<file path="src/rtl/mem_arbiter.sv">
// mem_arbiter: shares one single-ported, fixed-latency memory between
// instruction fetch (IF) and the data-memory stage (DM), and sequences the
// halt-time memory dump.
//
// Parameters:
//   LATENCY        cycles from issue to valid mem_rdata (1..15)
// Optional build macro:
//   MEM_ARB_RR_EN  round-robin arbitration between IF and DM when both pend;
//                  undefined gives fixed DM-over-IF priority.
//
// Ports:
//   clk, rst                 clock, asynchronous active-high reset
//   if_req/if_addr           IF read request (held until if_done) and address
//   if_rdata/if_done         IF read data (held) and one-cycle completion pulse
//   if_stall                 if_req & ~if_done
//   dm_req/dm_wr/dm_addr     DM request (held until dm_done), write flag, address
//   dm_wdata                 DM write data
//   dm_rdata/dm_done         DM read data (unchanged by writes), completion pulse
//   dm_stall                 dm_req & ~dm_done
//   halt                     processor halt level
//   mem_enable/mem_wr        memory strobe and write flag, issue cycle only
//   mem_addr/mem_wdata       memory address / write data, zero outside issue
//   mem_rdata                memory read data, valid LATENCY cycles after issue
//   mem_createdump           one-cycle dump strobe on entering HALTED
//
// state   | meaning
// IDLE    | no access in flight; grants and halt are evaluated here
// BUSY_IF | IF access in flight, counting latency
// BUSY_DM | DM access in flight, counting latency
// HALTED  | dump issued; no further grants until reset
module mem_arbiter #(
    parameter int unsigned LATENCY = 4
) (
    input  logic        clk,
    input  logic        rst,
    input  logic        if_req,
    input  logic [15:0] if_addr,
    output logic [15:0] if_rdata,
    output logic        if_done,
    output logic        if_stall,
    input  logic        dm_req,
    input  logic        dm_wr,
    input  logic [15:0] dm_addr,
    input  logic [15:0] dm_wdata,
    output logic [15:0] dm_rdata,
    output logic        dm_done,
    output logic        dm_stall,
    input  logic        halt,
    output logic        mem_enable,
    output logic        mem_wr,
    output logic [15:0] mem_addr,
    output logic [15:0] mem_wdata,
    input  logic [15:0] mem_rdata,
    output logic        mem_createdump
);

    typedef enum logic [1:0] {IDLE, BUSY_IF, BUSY_DM, HALTED} state_t;

    localparam logic [3:0] LAT_CNT = 4'(LATENCY);

    state_t     state;
    logic [3:0] cnt;
    logic       dm_wr_q;
    logic       grant_if;
    logic       grant_dm;

`ifdef MEM_ARB_RR_EN
    logic last_grant_dm;

    always_ff @(posedge clk or posedge rst) begin
        if (rst) begin
            last_grant_dm <= 1'b0;
        end else if (grant_if || grant_dm) begin
            last_grant_dm <= grant_dm;
        end
    end
`endif

    // Grant is combinational so the memory sees the access in the issue cycle.
    // Gating with rst keeps mem_* quiet while reset is held.
    always_comb begin
        grant_if = 1'b0;
        grant_dm = 1'b0;
        if (!rst && state == IDLE && !halt) begin
`ifdef MEM_ARB_RR_EN
            if (if_req && dm_req) begin
                grant_dm = ~last_grant_dm;
                grant_if = last_grant_dm;
            end else begin
                grant_dm = dm_req;
                grant_if = if_req;
            end
`else
            grant_dm = dm_req;
            grant_if = if_req & ~dm_req;
`endif
        end
    end

    assign mem_enable = grant_if | grant_dm;
    assign mem_wr     = grant_dm & dm_wr;
    assign mem_addr   = grant_dm ? dm_addr : (grant_if ? if_addr : 16'h0000);
    assign mem_wdata  = (grant_dm && dm_wr) ? dm_wdata : 16'h0000;

    assign if_stall = if_req & ~if_done;
    assign dm_stall = dm_req & ~dm_done;

    always_ff @(posedge clk or posedge rst) begin
        if (rst) begin
            state          <= IDLE;
            cnt            <= 4'd0;
            dm_wr_q        <= 1'b0;
            if_rdata       <= 16'h0000;
            dm_rdata       <= 16'h0000;
            if_done        <= 1'b0;
            dm_done        <= 1'b0;
            mem_createdump <= 1'b0;
        end else begin
            if_done        <= 1'b0;
            dm_done        <= 1'b0;
            mem_createdump <= 1'b0;
            case (state)
                IDLE: begin
                    if (halt) begin
                        state          <= HALTED;
                        mem_createdump <= 1'b1;
                    end else if (grant_dm) begin
                        state   <= BUSY_DM;
                        cnt     <= LAT_CNT;
                        dm_wr_q <= dm_wr;
                    end else if (grant_if) begin
                        state <= BUSY_IF;
                        cnt   <= LAT_CNT;
                    end
                end
                BUSY_IF: begin
                    cnt <= cnt - 4'd1;
                    if (cnt == 4'd1) begin
                        if_rdata <= mem_rdata;
                        if_done  <= 1'b1;
                        state    <= IDLE;
                    end
                end
                BUSY_DM: begin
                    cnt <= cnt - 4'd1;
                    if (cnt == 4'd1) begin
                        // writes complete with a done pulse but leave dm_rdata alone
                        if (!dm_wr_q) begin
                            dm_rdata <= mem_rdata;
                        end
                        dm_done <= 1'b1;
                        state   <= IDLE;
                    end
                end
                default: begin
                    state <= HALTED;
                end
            endcase
        end
    end

endmodule

</file>
<file path="config.mk">
export PLATFORM = sky130hd
export DESIGN_NAME = mem_arbiter
export DESIGN_NICKNAME = d
export VERILOG_FILES = /design/src/rtl/mem_arbiter.sv
export SDC_FILE = /design/constraint.sdc
export NUM_CORES = 1
export LEC_CHECK = 0
export CORE_MARGIN = 2
export CORE_UTILIZATION = 37
export DETAILED_ROUTE_END_ITERATION = 6
export PLACE_DENSITY_LB_ADDON = 0.15
export SLEW_MARGIN = 25
export SYNTH_ARGS = -nofsm -noshare
export SYNTH_HDL_FRONTEND = slang
export SYNTH_SLANG_ARGS = --single-unit
</file>
<file path="constraint.sdc">
create_clock -name clk -period 2.5 [get_ports clk]
set_input_delay 0.5 -clock clk [delete_from_list [all_inputs] [get_ports clk]]
set_output_delay 0.5 -clock clk [all_outputs]
set_load 0.02 [all_outputs]
</file>
==> run metrics <==
Vias 1889; syn_nets 244; status complete, no violations; HPWL after DPL 4740 um; Clock Latency Late Sink 290 ps; ys async rst share 1.00; number of cells on the worst reg-to-reg path 5; PwrDens 921 nW/um^2; Lkg Pwr 0.00182 uW; # port buffers 140; clock skew 8.00 ps; core area 5820 sq um; post-route cell area 3740 sq um; Worst VDD drop 622 uV; first-pass GRT wire length 8950 um; DRT Wirelength 6060 um; final core occ 0.642; Hold Crit Class flip-flop to flip-flop; maximum capacitance violations 0; Critical Path Start dm_req; crit end category output pin; area grow syn2layout 70.4%; most frequent CP cell clkdlybuf4s50_1; Crit path depth 4; largest net degree at the start of global routing 28; Hold Path Origin dm_wr_q$_DFFE_PP0P_; grt total ovfl 0; Final ANT Viol Nets 0; Max Transition Viols Final 0; multi-input logic area 1040 sq um; critical-path cell list clkdlybuf4s50_1, buf_4, nor2b_1, clkdlybuf4s50_1; routed len/inst 15.2 um; DIE AREA 6560 sq um; Worst Path Required 2000 ps; vias in the first global route 1856; Slew @ Worst Pin 362 ps; clk sinks 42; Post-Syn Area 2190 sq um; Buf/Inv on CP 3; DRC viols 0; Placed Instance Area 3760 sq um; CTS clk-pin slew, worst paths 70 ps; Final Hold Vio Count 0; minimum clock period after layout 2440 ps; Die Y 81.0 um; gpl congestion 0.768; TritonCTS clock tree yes; layout cell share with drive strength beyond 1 0.314; hold slack 508 ps; post-synth cell types 35; Worst R2R Start cnt[1]$_DFFE_PP0P_; Initial Utilization 0.377; initial antenna violation count 0; router iterations before antenna repair 4; critical path launch point type primary input; Die W 81.0 um; Max Buffers Root-to-Sink 2; Slew headroom 0.756; CTS buffer count 5; slowest CP cell clkdlybuf4s50_1; # fillers 476; Ys Warns 0; Net count, final 400; slowest cell delay on critical path 610 ps; critical path type primary input to output pin; Setup crit end dm_stall; ant diodes 0; Post-synth EDFFs 0; worst path arrival time 1940 ps; register area share after synthesis 0.479; crit path max fanout 5; H-tree depth 2; Final setup viols 0; CTS root buf clkbuf_8; # IOs 141; RR Endpoint if_rdata[5]$_DFFE_PP0P_; CP top delay family buffers and inverters; Total GRT Usage 0.177; Most used DFF post-synth dfrtp_1; flops & latches, synth 42; Mapped Avg Cell Area 13.0 sq um; row count 28; cells after synthesis 168; violation count after the first detailed-route iteration 29; Max Freq 0.410 GHz; ratio of final minimum period to clock period 0.975; FF+latch area 1050 sq um; drt via density 4.72; r2r setup slk 700 ps
[synthesized netlist by cell type (2+ instances only)]
master | number | area (sq um)
a22o_1 | 16 | 140
mux2_2 | 13 | 146
ha_1 | 6 | 75.1
inv_1 | 8 | 30.0
o21ai_0 | 2 | 10.0
buf_2 | 4 | 20.0
mux2_4 | 19 | 285
and2_1 | 18 | 113
nor2b_1 | 4 | 25.0
nor2_1 | 2 | 7.51
mux2i_1 | 3 | 30.0
a21oi_1 | 3 | 15.0
nand2_1 | 5 | 18.8
buf_12 | 2 | 40.0
dfrtp_1 | 42 | 1050
buf_4 | 2 | 15.0
[flip-flops by register name, summed over array words and instances, names as in the netlist]
name / count
dm_done: 1
mem_createdump: 1
cnt: 4
if_done: 1
dm_wr_q: 1
state: 2
if_rdata: 16
dm_rdata: 16
[through the flow]
| step | worst slack [ps] | setup TNS [ps] | std cells | power (uW) |
|---|---|---|---|---|
| floorplan | 345 | 0 | 168 | 2120 |
| global placement | -370 | -10470 | 390 | 2920 |
| detailed placement | -397 | -11490 | 390 | 2950 |
| CTS | -11.0 | -16.9 | 399 | 3480 |
| global route | -0.0695 | -0.0695 | 400 | 3650 |
| finish | 62.5 | 0 | 400 | 3440 |
[metal layers]
metal  wire length, um  GRT usage
met3               654     0.0622
met2              2990      0.313
met5                 0          0
met1              2380      0.208
met4                31     0.0356
[how the worst min path moves through the flow]
stage,end,slack [ps],depth (start not counted)
after floorplan,dm_wr_q$_DFFE_PP0P_,450,1
after global placement,dm_wr_q$_DFFE_PP0P_,480,1
after detailed placement,dm_wr_q$_DFFE_PP0P_,490,1
after CTS,dm_wr_q$_DFFE_PP0P_,510,1
after global routing,dm_wr_q$_DFFE_PP0P_,530,1
final,dm_wr_q$_DFFE_PP0P_,510,1
[cells in the final DEF, fill, tap and decap left out, types with 3 or more instances in the layout]
cell	n
clkdlybuf4s50_1	105
nand2_1	5
buf_2	32
a22o_1	16
inv_1	7
mux2_2	13
ha_1	5
a21oi_1	3
clkbuf_8	5
mux2_4	19
nor2b_1	4
buf_4	16
buf_12	3
dfrtp_1	42
and2_1	17
mux2i_1	3
[cell type report]
class                           instances  share of cell area
Tap cell                               75              0.0251
Multi-Input combinational cell        109               0.279
Clock buffer                            7              0.0204
Inverter                                8             0.00804
Timing Repair Buffer                  158               0.378
Sequential cell                        42               0.281
Clock inverter                          1             0.00804
[logic make-up (layout without fill, tap and decap cells)]
kind of cell,Yosys count,after routing,synth area share
and+or+nand+nor,43,43,0.132
DFF,42,42,0.479
muxes,35,35,0.211
AOI/OAI and AO/OA,25,25,0.0902
buffers and inverters,17,174,0.0531
adders and majority gates,6,6,0.0342
[where the power goes]
| part | switching (uW) | internal, uW | leakage, uW |
|---|---|---|---|
| combinational | 794 | 1010 | 0.00125 |
| clock | 215 | 299 | 0.0000524 |
| sequential | 159 | 963 | 0.000521 |
| total | 1170 | 2270 | 0.00182 |
[timing repair]
action                     CTS  global route
hold buffers                 0             0
setup buffers                1             1
pin swaps                    0             4
gates resized for setup    110            31
setup endpoints to repair   34            34
Note: power is estimated with default switching activity, not from simulation.
